**src/rtl/ch_pkg.sv**
```systemverilog
// Shared definitions for the cluster-head advertisement exchange (transmit and receive sides).
package ch_pkg;

    localparam int unsigned WORD_WIDTH     = 16;
    localparam logic [3:0]  PKT_TYPE_CHADV = 4'hC;

    // Header word layout: {type[15:12], reserved[11:8], seq[7:0]}
    localparam int unsigned HDR_TYPE_LSB = 12;
    localparam int unsigned HDR_SEQ_LSB  = 0;

    localparam logic [WORD_WIDTH-1:0] HOPS_UNKNOWN = 16'hFFFF;

    typedef logic [2:0] adv_state_t;
    localparam adv_state_t IDLE = 3'd0;
    localparam adv_state_t HDR  = 3'd1;
    localparam adv_state_t ID   = 3'd2;
    localparam adv_state_t HOPS = 3'd3;
    localparam adv_state_t QV   = 3'd4;

    function automatic logic [WORD_WIDTH-1:0] make_header(input logic [3:0] ptype,
                                                          input logic [7:0] seq);
        logic [WORD_WIDTH-1:0] hdr;
        hdr = '0;
        hdr[HDR_TYPE_LSB +: 4] = ptype;
        hdr[HDR_SEQ_LSB +: 8]  = seq;
        return hdr;
    endfunction

endpackage

```
**src/rtl/ch_adv_serializer.sv**
```systemverilog
// Four-word advertisement serializer: holds each word on the valid/ready stream until accepted.
module ch_adv_serializer
    import ch_pkg::*;
#(
    parameter int unsigned DATA_W   = ch_pkg::WORD_WIDTH,
    parameter logic [3:0]  PKT_TYPE = ch_pkg::PKT_TYPE_CHADV
) (
    input  logic              clk,
    input  logic              nrst,
    input  logic              start,
    input  logic [DATA_W-1:0] ch_id,
    input  logic [DATA_W-1:0] hops,
    input  logic [DATA_W-1:0] qvalue,
    input  logic [7:0]        seq,
    input  logic              tx_ready,
    output logic [DATA_W-1:0] tx_data,
    output logic              tx_valid,
    output logic              tx_last,
    output logic              idle
);

    adv_state_t state;
    logic       fire;

    assign fire = tx_valid && tx_ready;
    assign idle = (state == IDLE);

    always_ff @(posedge clk) begin
        if (nrst) begin
            state <= IDLE;
        end else begin
            case (state)
                IDLE:    if (start) state <= HDR;
                HDR:     if (fire)  state <= ID;
                ID:      if (fire)  state <= HOPS;
                HOPS:    if (fire)  state <= QV;
                QV:      if (fire)  state <= IDLE;
                default: state <= IDLE;
            endcase
        end
    end

    always_comb begin
        tx_data  = '0;
        tx_valid = 1'b0;
        tx_last  = 1'b0;
        case (state)
            HDR: begin
                tx_valid = 1'b1;
                tx_data  = DATA_W'(make_header(PKT_TYPE, seq));
            end
            ID: begin
                tx_valid = 1'b1;
                tx_data  = ch_id;
            end
            HOPS: begin
                tx_valid = 1'b1;
                tx_data  = hops;
            end
            QV: begin
                tx_valid = 1'b1;
                tx_data  = qvalue;
                tx_last  = 1'b1;
            end
            default: ;
        endcase
    end

endmodule

```
**src/rtl/ch_advertiser.sv**
```systemverilog
// CH advertisement transmitter: originate/relay arbitration, pending originate slot,
// per-round relay limiting and packet sequence numbering.
module ch_advertiser #(
    parameter int unsigned WORD_WIDTH = ch_pkg::WORD_WIDTH,
    parameter int unsigned MAX_HOPS   = 8,
    parameter logic [3:0]  PKT_TYPE   = ch_pkg::PKT_TYPE_CHADV
) (
    input  logic                  clk,
    input  logic                  nrst,
    input  logic                  en_CHadv,
    input  logic [WORD_WIDTH-1:0] node_ID,
    input  logic [WORD_WIDTH-1:0] node_QValue,
    input  logic                  en_relay,
    input  logic [WORD_WIDTH-1:0] fCH_ID,
    input  logic [WORD_WIDTH-1:0] fCH_Hops,
    input  logic [WORD_WIDTH-1:0] fCH_QValue,
    input  logic                  HB_reset,
    input  logic [WORD_WIDTH-1:0] HB_CHlimit,
    output logic [WORD_WIDTH-1:0] tx_data,
    output logic                  tx_valid,
    input  logic                  tx_ready,
    output logic                  tx_last,
    output logic                  busy,
    output logic                  relay_dropped
);

    localparam logic [WORD_WIDTH-1:0] MAX_HOPS_W = WORD_WIDTH'(MAX_HOPS);

    logic [WORD_WIDTH-1:0] cap_id, cap_hops, cap_qv;
    logic [WORD_WIDTH-1:0] pend_id, pend_qv;
    logic [WORD_WIDTH-1:0] relay_cnt, cnt_base, cnt_next;
    logic [7:0]            seq;
    logic                  pending_orig;
    logic                  idle, start;
    logic                  take_pend, take_orig, take_relay;

    // A heartbeat in the same cycle clears the count before the limit check.
    assign cnt_base   = HB_reset ? '0 : relay_cnt;
    assign cnt_next   = (cnt_base == '1) ? cnt_base : cnt_base + WORD_WIDTH'(1);

    assign take_pend  = idle && pending_orig;
    assign take_orig  = idle && !pending_orig && en_CHadv;
    assign take_relay = idle && !pending_orig && !en_CHadv && en_relay
                        && (fCH_Hops < MAX_HOPS_W) && (cnt_base < HB_CHlimit);
    assign start      = take_pend || take_orig || take_relay;
    assign busy       = !idle || pending_orig;

    always_ff @(posedge clk) begin
        if (nrst) begin
            cap_id        <= '0;
            cap_hops      <= '0;
            cap_qv        <= '0;
            pend_id       <= '0;
            pend_qv       <= '0;
            pending_orig  <= 1'b0;
            relay_cnt     <= '0;
            seq           <= '0;
            relay_dropped <= 1'b0;
        end else begin
            relay_dropped <= en_relay && !take_relay;
            relay_cnt     <= take_relay ? cnt_next : cnt_base;

            if (tx_valid && tx_ready && tx_last)
                seq <= seq + 8'd1;

            if (take_pend) begin
                cap_id   <= pend_id;
                cap_hops <= '0;
                cap_qv   <= pend_qv;
            end else if (take_orig) begin
                cap_id   <= node_ID;
                cap_hops <= '0;
                cap_qv   <= node_QValue;
            end else if (take_relay) begin
                cap_id   <= fCH_ID;
                cap_hops <= fCH_Hops + WORD_WIDTH'(1);
                cap_qv   <= fCH_QValue;
            end

            // An originate arriving while the slot is being served refills it.
            if (en_CHadv && !take_orig) begin
                pending_orig <= 1'b1;
                pend_id      <= node_ID;
                pend_qv      <= node_QValue;
            end else if (take_pend) begin
                pending_orig <= 1'b0;
            end
        end
    end

    ch_adv_serializer #(
        .DATA_W   (WORD_WIDTH),
        .PKT_TYPE (PKT_TYPE)
    ) u_ser (
        .clk      (clk),
        .nrst     (nrst),
        .start    (start),
        .ch_id    (cap_id),
        .hops     (cap_hops),
        .qvalue   (cap_qv),
        .seq      (seq),
        .tx_ready (tx_ready),
        .tx_data  (tx_data),
        .tx_valid (tx_valid),
        .tx_last  (tx_last),
        .idle     (idle)
    );

endmodule

```
**config.mk**
```make
export PLATFORM = sky130hd
export DESIGN_NAME = ch_advertiser
export DESIGN_NICKNAME = d
export VERILOG_FILES = /design/src/rtl/ch_pkg.sv /design/src/rtl/ch_adv_serializer.sv /design/src/rtl/ch_advertiser.sv
export SDC_FILE = /design/constraint.sdc
export NUM_CORES = 1
export LEC_CHECK = 0
export ABC_CLOCK_PERIOD_IN_PS = 3300
export CAP_MARGIN = 25
export CORE_UTILIZATION = 52
export CTS_CLUSTER_DIAMETER = 40
export DETAILED_ROUTE_END_ITERATION = 16
export PLACE_DENSITY = 0.8
export SYNTH_ARGS = -nofsm -noshare
export SYNTH_HDL_FRONTEND = slang
export SYNTH_SLANG_ARGS = --single-unit
```
**constraint.sdc**
```tcl
create_clock -name clk -period 3.3 [get_ports clk]
set_clock_uncertainty 0.1 [all_clocks]
set_input_delay 0.33 -clock clk [delete_from_list [all_inputs] [get_ports clk]]
set_output_delay 0.33 -clock clk [all_outputs]
set_load 0.02 [all_outputs]
```
==> flow_summary.yaml <==
worst_setup_path:
  cp-endpoint: "relay_cnt[10]$_SDFF_PP0_"
  worstSetupEndpointType: "flip-flop"
  start_kind: "primary input"
  critPathLaunch: "HB_reset"
  r2r_end: "relay_cnt[10]$_SDFF_PP0_"
  crit_fanout: 20
  worstPathArrival_ns: 3.17
  critPathRequiredTime_ns: 3.42
  rr_startpoint: "relay_cnt[13]$_SDFF_PP0_"
  ff2ff_setup_slack_ns: 0.47
  crit_type: "primary input to flip-flop"
  rr_worst_depth: 8
synthesis:
  syn_area_per_cell_um2: 7.618
  synth.area.mux_share_pct: 3.664
  ys_async_sr_fraction_pct: 0
  synth_compound_area_share_pct: 18.11
  ys_seq_elements: 109
  synth-warning-count: 0
  synth_nets: 890
  syn_area_um2: 5873
  synth_edf_count: 0
  synth-simple-area-share_pct: 30.32
  synth_cell_type_count: 49
  ys_seq_area_share_pct: 37.15
  synthXorXnorAreaFrac_pct: 1.640
  synth_top_family_by_area: "simple AND/OR/NAND/NOR gates"
  syn-instance-count: 771
  post_synth_fa_ha_maj_area_fraction_pct: 3.622
  ys.flop_type: "dfxtp_1"
clocking:
  cts_max_level: 3
  hold_buffers: 0
  cts_buffer_depth: 2
  cts_root_buf: "clkbuf_16"
  numClockSinks: 109
  clk_latency_ns: 0.34
  cts.reportedPaths.clkPinSlew_ns: 0.07
  cts_buffers: 9
  post_cts_resize_count: 0
  tritoncts: "done"
  cts_setup_buffers: 0
drt:
  ant_nets: 0
  first_pass_iters: 7
  drc: 0
  via_count: 6143
  wl_per_cell_um: 17.09
  first_iter_violations: 470
  vias_per_cell: 5.964
  wl_um: 17600
finish:
  synthToLayoutAreaGrowth_pct: 31.74
  final_common_cell: "nand2_1"
  layout.nets: 1004
  diodes: 0
  mostFrequentLayoutCells: "nand2_1 (125), clkdlybuf4s50_1 (120), nand3_1 (112)"
  drive_above_1_share_pct: 9.551
  fillers: 894
  final_area_um2: 7737
  final_cells: 1030
timing:
  drv_slew: 0
  fin_hold_ws_ns: 0.3556
  period_share_pct: 92.38
  fin_crit_ns: 3.049
  worst_slew_pin_slew_ns: 0.9261
  clock.fmax_mhz: 328.0
  final_hold_viol_count: 0
  setup_viol_count_final: 0
  rsz0062_at_grt: "no"
  slew_headroom_pct: 38.26
global_route:
  antenna_found_initial: 0
  grt_pass1_wl_um: 28320
  grt_pass1_vias: 5983
  track_usage_pct: 30.50
  grt_max_degree: 65
  grt_remaining_overflow: 0
flow_run:
  drv_cap: 0
placed_design:
  io_buffers: 121
  hpwl_um: 12660
  gp_congestion: 0.9019
  place_inst: 1014
  placed_cell_area_um2: 7405
pwr:
  p_leak_nw: 2.950
  peakVddDrop_mv: 0.3345
  finalPower_mw: 3.643
  p_per_area_nw_per_um2: 470.8
worst_hold_path:
  hold_class: "flip-flop to flip-flop"
floorplanning:
  top_level_ports: 122
  fp.dieW_um: 108.3
  die_area_um2: 11720
  rows: 38
  core_um2: 10940
  start_util_pct: 53.71
  die_height_um: 108.3
run_status:
  outcome: "finished clean"
## synthesized netlist by cell type (6+ instances only)
master / count / share of area, %
ha_1: 17 / 3.6
nor2b_1: 20 / 2.1
inv_1: 22 / 1.4
buf_2: 6 / 0.51
xor2_1: 8 / 1.2
o21ai_0: 23 / 2.0
clkbuf_1: 49 / 3.1
dfxtp_1: 109 / 37
nand3_1: 112 / 9.5
buf_1: 7 / 0.45
nor4_1: 9 / 0.96
nor2_1: 31 / 2.0
o221ai_1: 32 / 4.8
nand2b_1: 13 / 1.4
nand2_1: 126 / 8.1
and2_1: 12 / 1.3
a22oi_1: 10 / 1.3
mux2i_1: 8 / 1.4
mux2_2: 11 / 2.1
nand4_1: 14 / 1.5
a21oi_1: 79 / 6.7
## per-layer routing
layer / share of wire (%) / track usage (%) / vias up
met5: 0 / 0 / -
met4: 2.2 / 9.073 / 0
met3: 7.1 / 7.595 / 32
met2: 48 / 51.77 / 263
met1: 42 / 38.07 / 2869
li1: - / - / 2979
## final cells by class
class | instances | area, µm² | share of cell area (%)
tap | 140 | 175.2 | 2.264
timing repair buffer | 165 | 1585 | 20.49
clock inverter | 7 | 107.6 | 1.391
clock buffer | 9 | 225.2 | 2.911
sequential | 109 | 2182 | 28.20
multi-input combinational | 578 | 3379 | 43.68
inverter | 22 | 82.58 | 1.067
## worst max-delay path, cell delays in order
cell and delay (ns):
clkdlybuf4s50_1 0.45, buf_12 0.17, nor2b_1 0.20, ha_1 0.30, nand4_1 0.14, nor3_1 0.09, buf_4 0.14, a2111o_1 0.45
or4_1 0.55, mux2_1 0.34
## cells by family (layout without fill, tap and decap cells)
family          count (synthesis)  count (layout)
compound gates                167             167
xor+xnor                       11              11
simple gates                  363             363
buf+inv                        84             203
fa+ha+maj                      17              17
flops                         109             109
mux                            20              20
## worst min-delay path by stage
stage,start,to,slack (ns),depth (start not counted)
global route,pend_qv[13]$_SDFFE_PP0P_,pend_qv[13]$_SDFFE_PP0P_,0.37,2
CTS,pend_qv[13]$_SDFFE_PP0P_,pend_qv[13]$_SDFFE_PP0P_,0.36,2
floorplan,cap_hops[14]$_SDFFE_PP0N_,cap_hops[14]$_SDFFE_PP0N_,0.32,1
finish,cap_hops[15]$_SDFFE_PP0N_,cap_hops[15]$_SDFFE_PP0N_,0.36,1
detailed placement,cap_hops[14]$_SDFFE_PP0N_,cap_hops[14]$_SDFFE_PP0N_,0.33,1
global placement,cap_hops[15]$_SDFFE_PP0N_,cap_hops[15]$_SDFFE_PP0N_,0.33,1
## sequential cells by signal (all words and copies together), names as in the netlist
signal         cells
cap_hops          16
cap_id            16
cap_qv            16
pend_id           16
pend_qv           16
pending_orig       1
relay_cnt         16
relay_dropped      1
seq                8
u_ser.state        3
## through the flow
| step | util [%] | worst slack (ns) | setup TNS [ns] |
|---|---|---|---|
| after floorplan | - | 0.2366 | 0 |
| after global placement | 67.47 | 0.02481 | 0 |
| after detailed placement | 67.71 | -0.05463 | -0.1250 |
| after CTS | 70.76 | 0.2880 | 0 |
| after global routing | 70.76 | 0.04725 | 0 |
| final | 70.76 | 0.2513 | 0 |
## report_power, final
part / switching (mW) / total (mW) / internal [mW]
Clock: 0.511 / 1.19 / 0.678
Sequential: 0.0813 / 1.51 / 1.43
Combinational: 0.540 / 0.944 / 0.404
No activity file was read; power rests on OpenSTA's default activity.
